### src/rtl/ex_stage.sv
`default_nettype none
// ============================================================================
// Module   : ex_stage
// Purpose  : Execute stage of the five-stage RV32I pipeline. Performs ALU
//            operations and branch/jump resolution, drives the fetch
//            redirect (pc_src/pc_target) combinationally, and registers
//            results into the EX/MEM pipeline register. One wrong-path
//            instruction reaching EX after a taken redirect is squashed.
// Ports    : clk, reset (async, active-low)
//            *_E          ID/EX bundle (control, operands, PCs, indices)
//            rd_W, reg_we_W, wb_data_W   writeback forwarding source
//            pc_src, pc_target           fetch redirect (combinational)
//            *_M          EX/MEM pipeline register outputs
// Config   : EX_FORWARDING_EN - when defined, rs1/rs2 are forwarded from
//            EX/MEM (priority) or WB; otherwise the WB ports are ignored.
// Revision : 1.0 - initial release
// ============================================================================
module ex_stage #(
  parameter int XLEN = 32,
  parameter int PCW  = 16
) (
  input  logic            clk,
  input  logic            reset,
  input  logic            reg_we_E,
  input  logic            mem_we_E,
  input  logic            mem_re_E,
  input  logic            branch_E,
  input  logic            mem_to_reg_E,
  input  logic            alu_src_E,
  input  logic [6:0]      ALU_control_E,
  input  logic [2:0]      mem_read_type_E,
  input  logic [1:0]      mem_store_type_E,
  input  logic [4:0]      rs1_E,
  input  logic [4:0]      rs2_E,
  input  logic [4:0]      rd_E,
  input  logic [XLEN-1:0] imm32_final_E,
  input  logic [XLEN-1:0] read_reg1_E,
  input  logic [XLEN-1:0] read_reg2_E,
  input  logic [PCW-1:0]  pc_E,
  input  logic [PCW-1:0]  pc_plus4_E,
  input  logic [PCW-1:0]  dest_pc_E,
  input  logic [4:0]      rd_W,
  input  logic            reg_we_W,
  input  logic [XLEN-1:0] wb_data_W,
  output logic            pc_src,
  output logic [PCW-1:0]  pc_target,
  output logic            reg_we_M,
  output logic            mem_we_M,
  output logic            mem_re_M,
  output logic            mem_to_reg_M,
  output logic [2:0]      mem_read_type_M,
  output logic [1:0]      mem_store_type_M,
  output logic [4:0]      rd_M,
  output logic [XLEN-1:0] alu_result_M,
  output logic [XLEN-1:0] write_data_M,
  output logic [PCW-1:0]  pc_plus4_M
);

  localparam logic [2:0] c_cls_arith = 3'd0;
  localparam logic [2:0] c_cls_lui   = 3'd1;
  localparam logic [2:0] c_cls_auipc = 3'd2;
  localparam logic [2:0] c_cls_jal   = 3'd3;
  localparam logic [2:0] c_cls_jalr  = 3'd4;
  localparam logic [2:0] c_cls_br    = 3'd5;
  localparam logic [2:0] c_cls_ldst  = 3'd6;

  localparam logic [0:0] c_st_normal = 1'b0;
  localparam logic [0:0] c_st_squash = 1'b1;

  logic [0:0]      r_state;
  logic [0:0]      w_state_next;
  logic            w_squash;

  logic [XLEN-1:0] w_fwd_a;
  logic [XLEN-1:0] w_fwd_b;
  logic [XLEN-1:0] w_op_b;
  logic [XLEN-1:0] w_result;
  logic [PCW-1:0]  w_jalr_sum;
  logic            w_br_taken;
  logic            w_redirect_raw;

  logic [2:0]      w_funct3;
  logic            w_f7b5;
  logic [2:0]      w_cls;
  logic [4:0]      w_shamt;

  assign w_funct3 = ALU_control_E[6:4];
  assign w_f7b5   = ALU_control_E[3];
  assign w_cls    = ALU_control_E[2:0];

  // --------------------------------------------------------------------------
  // Operand selection
  // --------------------------------------------------------------------------
`ifdef EX_FORWARDING_EN
  // EX/MEM wins over WB; register x0 is never forwarded.
  always_comb begin
    w_fwd_a = read_reg1_E;
    if (reg_we_M && (rd_M == rs1_E) && (rs1_E != 5'd0))
      w_fwd_a = alu_result_M;
    else if (reg_we_W && (rd_W == rs1_E) && (rs1_E != 5'd0))
      w_fwd_a = wb_data_W;
  end

  always_comb begin
    w_fwd_b = read_reg2_E;
    if (reg_we_M && (rd_M == rs2_E) && (rs2_E != 5'd0))
      w_fwd_b = alu_result_M;
    else if (reg_we_W && (rd_W == rs2_E) && (rs2_E != 5'd0))
      w_fwd_b = wb_data_W;
  end
`else
  assign w_fwd_a = read_reg1_E;
  assign w_fwd_b = read_reg2_E;

  // Forwarding inputs stay on the port list but carry no meaning here.
  logic w_unused_fwd;
  assign w_unused_fwd = ^{rd_W, reg_we_W, wb_data_W, rs1_E, rs2_E};
`endif

  assign w_op_b  = alu_src_E ? imm32_final_E : w_fwd_b;
  assign w_shamt = w_op_b[4:0];

  // --------------------------------------------------------------------------
  // ALU
  // --------------------------------------------------------------------------
  always_comb begin
    w_result = '0;
    case (w_cls)
      c_cls_arith: begin
        case (w_funct3)
          3'd0: w_result = (w_f7b5 && !alu_src_E) ? (w_fwd_a - w_op_b)
                                                  : (w_fwd_a + w_op_b);
          3'd1: w_result = w_fwd_a << w_shamt;
          3'd2: w_result = {{(XLEN-1){1'b0}}, ($signed(w_fwd_a) < $signed(w_op_b))};
          3'd3: w_result = {{(XLEN-1){1'b0}}, (w_fwd_a < w_op_b)};
          3'd4: w_result = w_fwd_a ^ w_op_b;
          3'd5: w_result = w_f7b5 ? XLEN'($signed(w_fwd_a) >>> w_shamt)
                                  : (w_fwd_a >> w_shamt);
          3'd6: w_result = w_fwd_a | w_op_b;
          default: w_result = w_fwd_a & w_op_b;
        endcase
      end
      c_cls_lui:   w_result = imm32_final_E;
      c_cls_auipc: w_result = {{(XLEN-PCW){1'b0}}, pc_E} + imm32_final_E;
      c_cls_jal,
      c_cls_jalr:  w_result = {{(XLEN-PCW){1'b0}}, pc_plus4_E};
      c_cls_ldst:  w_result = w_fwd_a + imm32_final_E;
      default:     w_result = '0;
    endcase
  end

  // --------------------------------------------------------------------------
  // Branch / jump resolution
  // --------------------------------------------------------------------------
  always_comb begin
    w_br_taken = 1'b0;
    if (branch_E && (w_cls == c_cls_br)) begin
      case (w_funct3)
        3'd0:    w_br_taken = (w_fwd_a == w_fwd_b);
        3'd1:    w_br_taken = (w_fwd_a != w_fwd_b);
        3'd4:    w_br_taken = ($signed(w_fwd_a) <  $signed(w_fwd_b));
        3'd5:    w_br_taken = ($signed(w_fwd_a) >= $signed(w_fwd_b));
        3'd6:    w_br_taken = (w_fwd_a <  w_fwd_b);
        3'd7:    w_br_taken = (w_fwd_a >= w_fwd_b);
        default: w_br_taken = 1'b0;
      endcase
    end
  end

  assign w_redirect_raw = w_br_taken || (w_cls == c_cls_jal) || (w_cls == c_cls_jalr);
  assign w_jalr_sum     = w_fwd_a[PCW-1:0] + imm32_final_E[PCW-1:0];

  // pc_src is also held low while reset is asserted so fetch never sees a
  // redirect from a stage that is being cleared.
  assign pc_src    = reset && !w_squash && w_redirect_raw;
  assign pc_target = (w_cls == c_cls_jalr) ? (w_jalr_sum & ~{{(PCW-1){1'b0}}, 1'b1})
                                           : dest_pc_E;

  // --------------------------------------------------------------------------
  // Squash FSM
  // --------------------------------------------------------------------------
  always_ff @(posedge clk or negedge reset) begin
    if (!reset) r_state <= c_st_normal;
    else        r_state <= w_state_next;
  end

  always_comb begin
    w_state_next = r_state;
    case (r_state)
      c_st_normal: if (pc_src) w_state_next = c_st_squash;
      default:     w_state_next = c_st_normal;
    endcase
  end

  always_comb begin
    w_squash = (r_state == c_st_squash);
  end

  // --------------------------------------------------------------------------
  // EX/MEM pipeline register
  // --------------------------------------------------------------------------
  always_ff @(posedge clk or negedge reset) begin
    if (!reset) begin
      reg_we_M         <= 1'b0;
      mem_we_M         <= 1'b0;
      mem_re_M         <= 1'b0;
      mem_to_reg_M     <= 1'b0;
      mem_read_type_M  <= '0;
      mem_store_type_M <= '0;
      rd_M             <= '0;
      alu_result_M     <= '0;
      write_data_M     <= '0;
      pc_plus4_M       <= '0;
    end else begin
      // A squashed slot keeps flowing but with every side effect disabled.
      reg_we_M         <= reg_we_E     && !w_squash;
      mem_we_M         <= mem_we_E     && !w_squash;
      mem_re_M         <= mem_re_E     && !w_squash;
      mem_to_reg_M     <= mem_to_reg_E && !w_squash;
      mem_read_type_M  <= mem_read_type_E;
      mem_store_type_M <= mem_store_type_E;
      rd_M             <= rd_E;
      alu_result_M     <= w_result;
      write_data_M     <= w_fwd_b;
      pc_plus4_M       <= pc_plus4_E;
    end
  end

endmodule
`default_nettype wire

### config.mk
export PLATFORM = sky130hd
export DESIGN_NAME = ex_stage
export DESIGN_NICKNAME = d
export VERILOG_FILES = /design/src/rtl/ex_stage.sv
export SDC_FILE = /design/constraint.sdc
export NUM_CORES = 1
export LEC_CHECK = 0
export CAP_MARGIN = 25
export CORE_UTILIZATION = 40
export DETAILED_ROUTE_END_ITERATION = 6
export GPL_TIMING_DRIVEN = 0
export PLACE_DENSITY = 0.73
export SETUP_SLACK_MARGIN = 0.02
export SLEW_MARGIN = 25
export SYNTH_ARGS = -nofsm -noshare
export SYNTH_HDL_FRONTEND = slang
export SYNTH_SLANG_ARGS = --single-unit
### constraint.sdc
create_clock -name clk -period 3.68 [get_ports clk]
set_input_delay 0.368 -clock clk [delete_from_list [all_inputs] [get_ports clk]]
set_output_delay 0.368 -clock clk [all_outputs]
set_load 0.005 [all_outputs]
==> impl_metrics.tcl <==
set metrics [dict create \
    hold_end "write_data_M[24]$_DFF_PN0_" \
    gp_routability_congestion 1.07 \
    dr.pass1.iters 7 \
    start_util_pct 40.9 \
    fin_setup_tns_ns -0.485 \
    path_clk_slew_ns 0.07 \
    synth.most_common_cell "nand2_1" \
    avgViaCountPerCell 6.63 \
    worstMarginPinSlew_ns 1.12 \
    sequentialPowerShare_pct 19.0 \
    power_density_mw_per_mm2 269 \
    worstPathRequired_ns 3.94 \
    holdPathStages 1 \
    ir_drop_mv 0.230 \
    ys_top_cells_by_area "ha_1 15%, dfrtp_1 15%, a21oi_1 6.2%" \
    postRouteAntennaNets 0 \
    post_dp_cell_area_mm2 0.0200 \
    grt_max_degree 72 \
    core_area_mm2 0.0401 \
    syn_area_mm2 0.0164 \
    violations "design-rule violations, negative setup slack" \
    finalHoldViolCount 0 \
    cpMostUsedCell "clkbuf_1" \
    arrival_ns 4.08 \
    syn_area_per_cell_um2 7.41 \
    synth_edf_count 0 \
    syn_inst 2211 \
    p_int_w 0.00320 \
    drc 3 \
    fp.dieH_um 204 \
    p_sw_share_pct 46.9 \
    rr_endpoint "r_state$_DFF_PN0_" \
    final_cell_count_no_fill 3099 \
    synth_top_area_share_pct 15.2 \
    finalClockSkew_ns 0.000357 \
    reg2reg_depth 5 \
    clock_power_share_pct 16.6 \
    cap_violations 0 \
    endpoint_kind "flip-flop" \
    worstSetupPathType "in -> reg" \
    r2r_start "r_state$_DFF_PN0_" \
    max_freq_mhz 262 \
    yosys_warnings 0 \
    row_count 73 \
    htreeDepth 3 \
    yosysTopAreaCell "ha_1" \
    cts_tree "yes" \
    final_area_mm2 0.0223 \
    synth.distinct_cells 87 \
    rsz0062_at_grt "true" \
    clkLatencyLatePin_ns 0.40 \
    syn_nets 2631 \
    dieArea_mm2 0.0418 \
    grt_pass1_vias 19500 \
    yosys_most_used_dff "dfrtp_1" \
    min-delay-start "read_reg2_E[24]" \
    status "finished, violations left" \
    critPathSlowestCell "clkbuf_1" \
    clock-sinks 95 \
    grt.total_usage_pct 44.0 \
    leakagePower_nw 9.70 \
    yosysSeqAreaShare_pct 14.5 \
    slowest_delay_ns 0.78 \
    fin_ws_ns -0.137 \
    clockBufferDepth 2 \
    cts_buffers 9 \
    startpoint_type "primary input" \
    clk_root_buffer_cell "clkbuf_16" \
    drive_gt1_share_pct 15.8 \
    grt_pass1_wl_um 134000 \
    post-route-period-util_pct 104 \
    antenna_found_initial 4 \
    grt-ovfl-total 0 \
    area_growth_pct 36.2 \
    fp.dieW_um 204 \
    ios 328 \
    pwr-share-comb_pct 64.4 \
    slew_headroom_pct 24.8 \
    port_buffers 278 \
    fillers 3750 \
    maxSlewViolCount 0 \
    post-place-cells 3016 \
    period_minus_slack_ns 3.82 \
    p_sw_w 0.00282 \
    async_reset_ff_share_pct 100 \
    ys_ff_latch 95 \
    setup_viol 9 \
    num_vias 20500 \
    crit_path_max_fanout 10 \
    nets 2988 \
    wl_per_cell_um 30.3 \
    path_cells "clkdlybuf4s50_1 > nand2b_1 > clkbuf_1 > clkbuf_1 > clkbuf_1 > nor2_1 > a221oi_2 > nand2_1" \
    synthTopCellsByCount "229 x nand2_1, 204 x a21oi_1, 199 x ha_1" \
    min_path_type "in -> reg" \
    wirelength_um 93900 \
    hpwl_um 73500 \
    drtIter0Drc 2303 \
    regToRegSetupSlack_ns 2.19 \
]
==> layer usage <==
metal  wire [um]  track usage, %  up-vias
li1            -               -     8830
met1       37600            57.8     9947
met2       40400            67.3     1450
met3       11000            10.8      303
met4        4960            20.4        6
met5          36               0        -
==> cell families after synthesis <==
group,after synthesis,synth area share (%)
and+or+nand+nor,644,17.6
muxes,134,10.3
AOI/OAI and AO/OA,782,31.0
buffers and inverters,278,6.88
xor gates and xnor gates,75,4.01
adders and majority gates,203,15.7
DFF,95,14.5
==> metrics by stage <==
step / utilization, % / setup slack [ns] / hold WS, ns / power, W
3_5_place_dp: 50.0 / -2.40 / 0.253 / 0.00444
5_1_grt: 55.7 / -0.189 / 0.134 / 0.00625
3_3_place_gp: 49.9 / -2.36 / 0.531 / 0.00441
6_report: 55.7 / -0.137 / 0.128 / 0.00602
4_1_cts: 53.9 / -0.117 / 0.220 / 0.00570
2_1_floorplan: - / -0.134 / 0.0724 / 0.00308
==> cells in the final DEF (no fill, tap or decap), types with 20 or more instances in the layout <==
cell | synthesis | routed
a211oi_1 | 30 | 23
a21o_1 | 46 | 46
a21oi_1 | 204 | 183
a31oi_1 | 30 | 26
buf_4 | 8 | 83
clkbuf_1 | 81 | 57
clkdlybuf4s50_1 | 0 | 224
dfrtp_1 | 95 | 95
ha_1 | 199 | 164
ha_4 | 0 | 22
inv_1 | 144 | 134
mux2i_1 | 99 | 95
mux4_2 | 22 | 22
nand2_1 | 229 | 227
nand2b_1 | 24 | 23
nand3_1 | 47 | 42
nor2_1 | 195 | 185
nor3_1 | 40 | 37
o211ai_1 | 54 | 54
o21a_1 | 48 | 44
o21ai_0 | 174 | 142
or3_1 | 22 | 20
xnor2_1 | 52 | 51
xor2_1 | 23 | 23
==> power by group through the flow <==
stage / Clock, W / Combinational [W] / Sequential, W
floorplan: 0 / 0.00190 / 0.00118
CTS: 0.00101 / 0.00354 / 0.00114
global route: 0.00106 / 0.00404 / 0.00115
detailed placement: 0 / 0.00327 / 0.00116
global placement: 0 / 0.00325 / 0.00116
finish: 0.00100 / 0.00387 / 0.00114
==> worst max-delay path by stage <==
stage,start,end,slack (ns),cells after the start
after global routing,read_reg2_E[5],alu_result_M[30]$_DFF_PN0_,-0.19,16
final,ALU_control_E[3],alu_result_M[15]$_DFF_PN0_,-0.14,8
after detailed placement,alu_src_E,alu_result_M[21]$_DFF_PN0_,-2.40,16
after floorplan,alu_src_E,alu_result_M[26]$_DFF_PN0_,-0.13,18
after CTS,ALU_control_E[0],alu_result_M[26]$_DFF_PN0_,-0.12,20
after global placement,alu_src_E,alu_result_M[21]$_DFF_PN0_,-2.36,16
==> layout make-up <==
class	count	area [um2]	area share [%]
multi-input combinational	1838	14100	63.1
inverter	150	598	2.68
clock inverter	6	67.6	0.303
timing repair buffer	363	3470	15.6
clock buffer	10	229	1.03
sequential	95	2380	10.6
antenna	1	2.50	0.0112
tap	525	657	2.94
timing repair inverter	1	8.76	0.0392
buffer	110	818	3.66
==> repair_timing <==
action,CTS,global route
endpoints found under the setup margin,44,28
resized for setup,324,179
hold buffers,1,0
hold endpoints to repair,24,0
gates cloned,2,0
buffers inserted,47,34
pin swaps,59,79
==> flip-flops by register name, summed over array words and instances (netlist names) <==
register	flops
mem_to_reg_M	1
rd_M	5
r_state	1
write_data_M	32
mem_store_type_M	2
reg_we_M	1
mem_we_M	1
alu_result_M	32
mem_re_M	1
pc_plus4_M	16
mem_read_type_M	3
==> critical path: cells and delay by family <==
family / cells / cell delay (ns)
buf+inv: 4 / 2.59
simple gates: 3 / 0.65
compound gates: 1 / 0.46
Power figures use the tool's default switching activity.
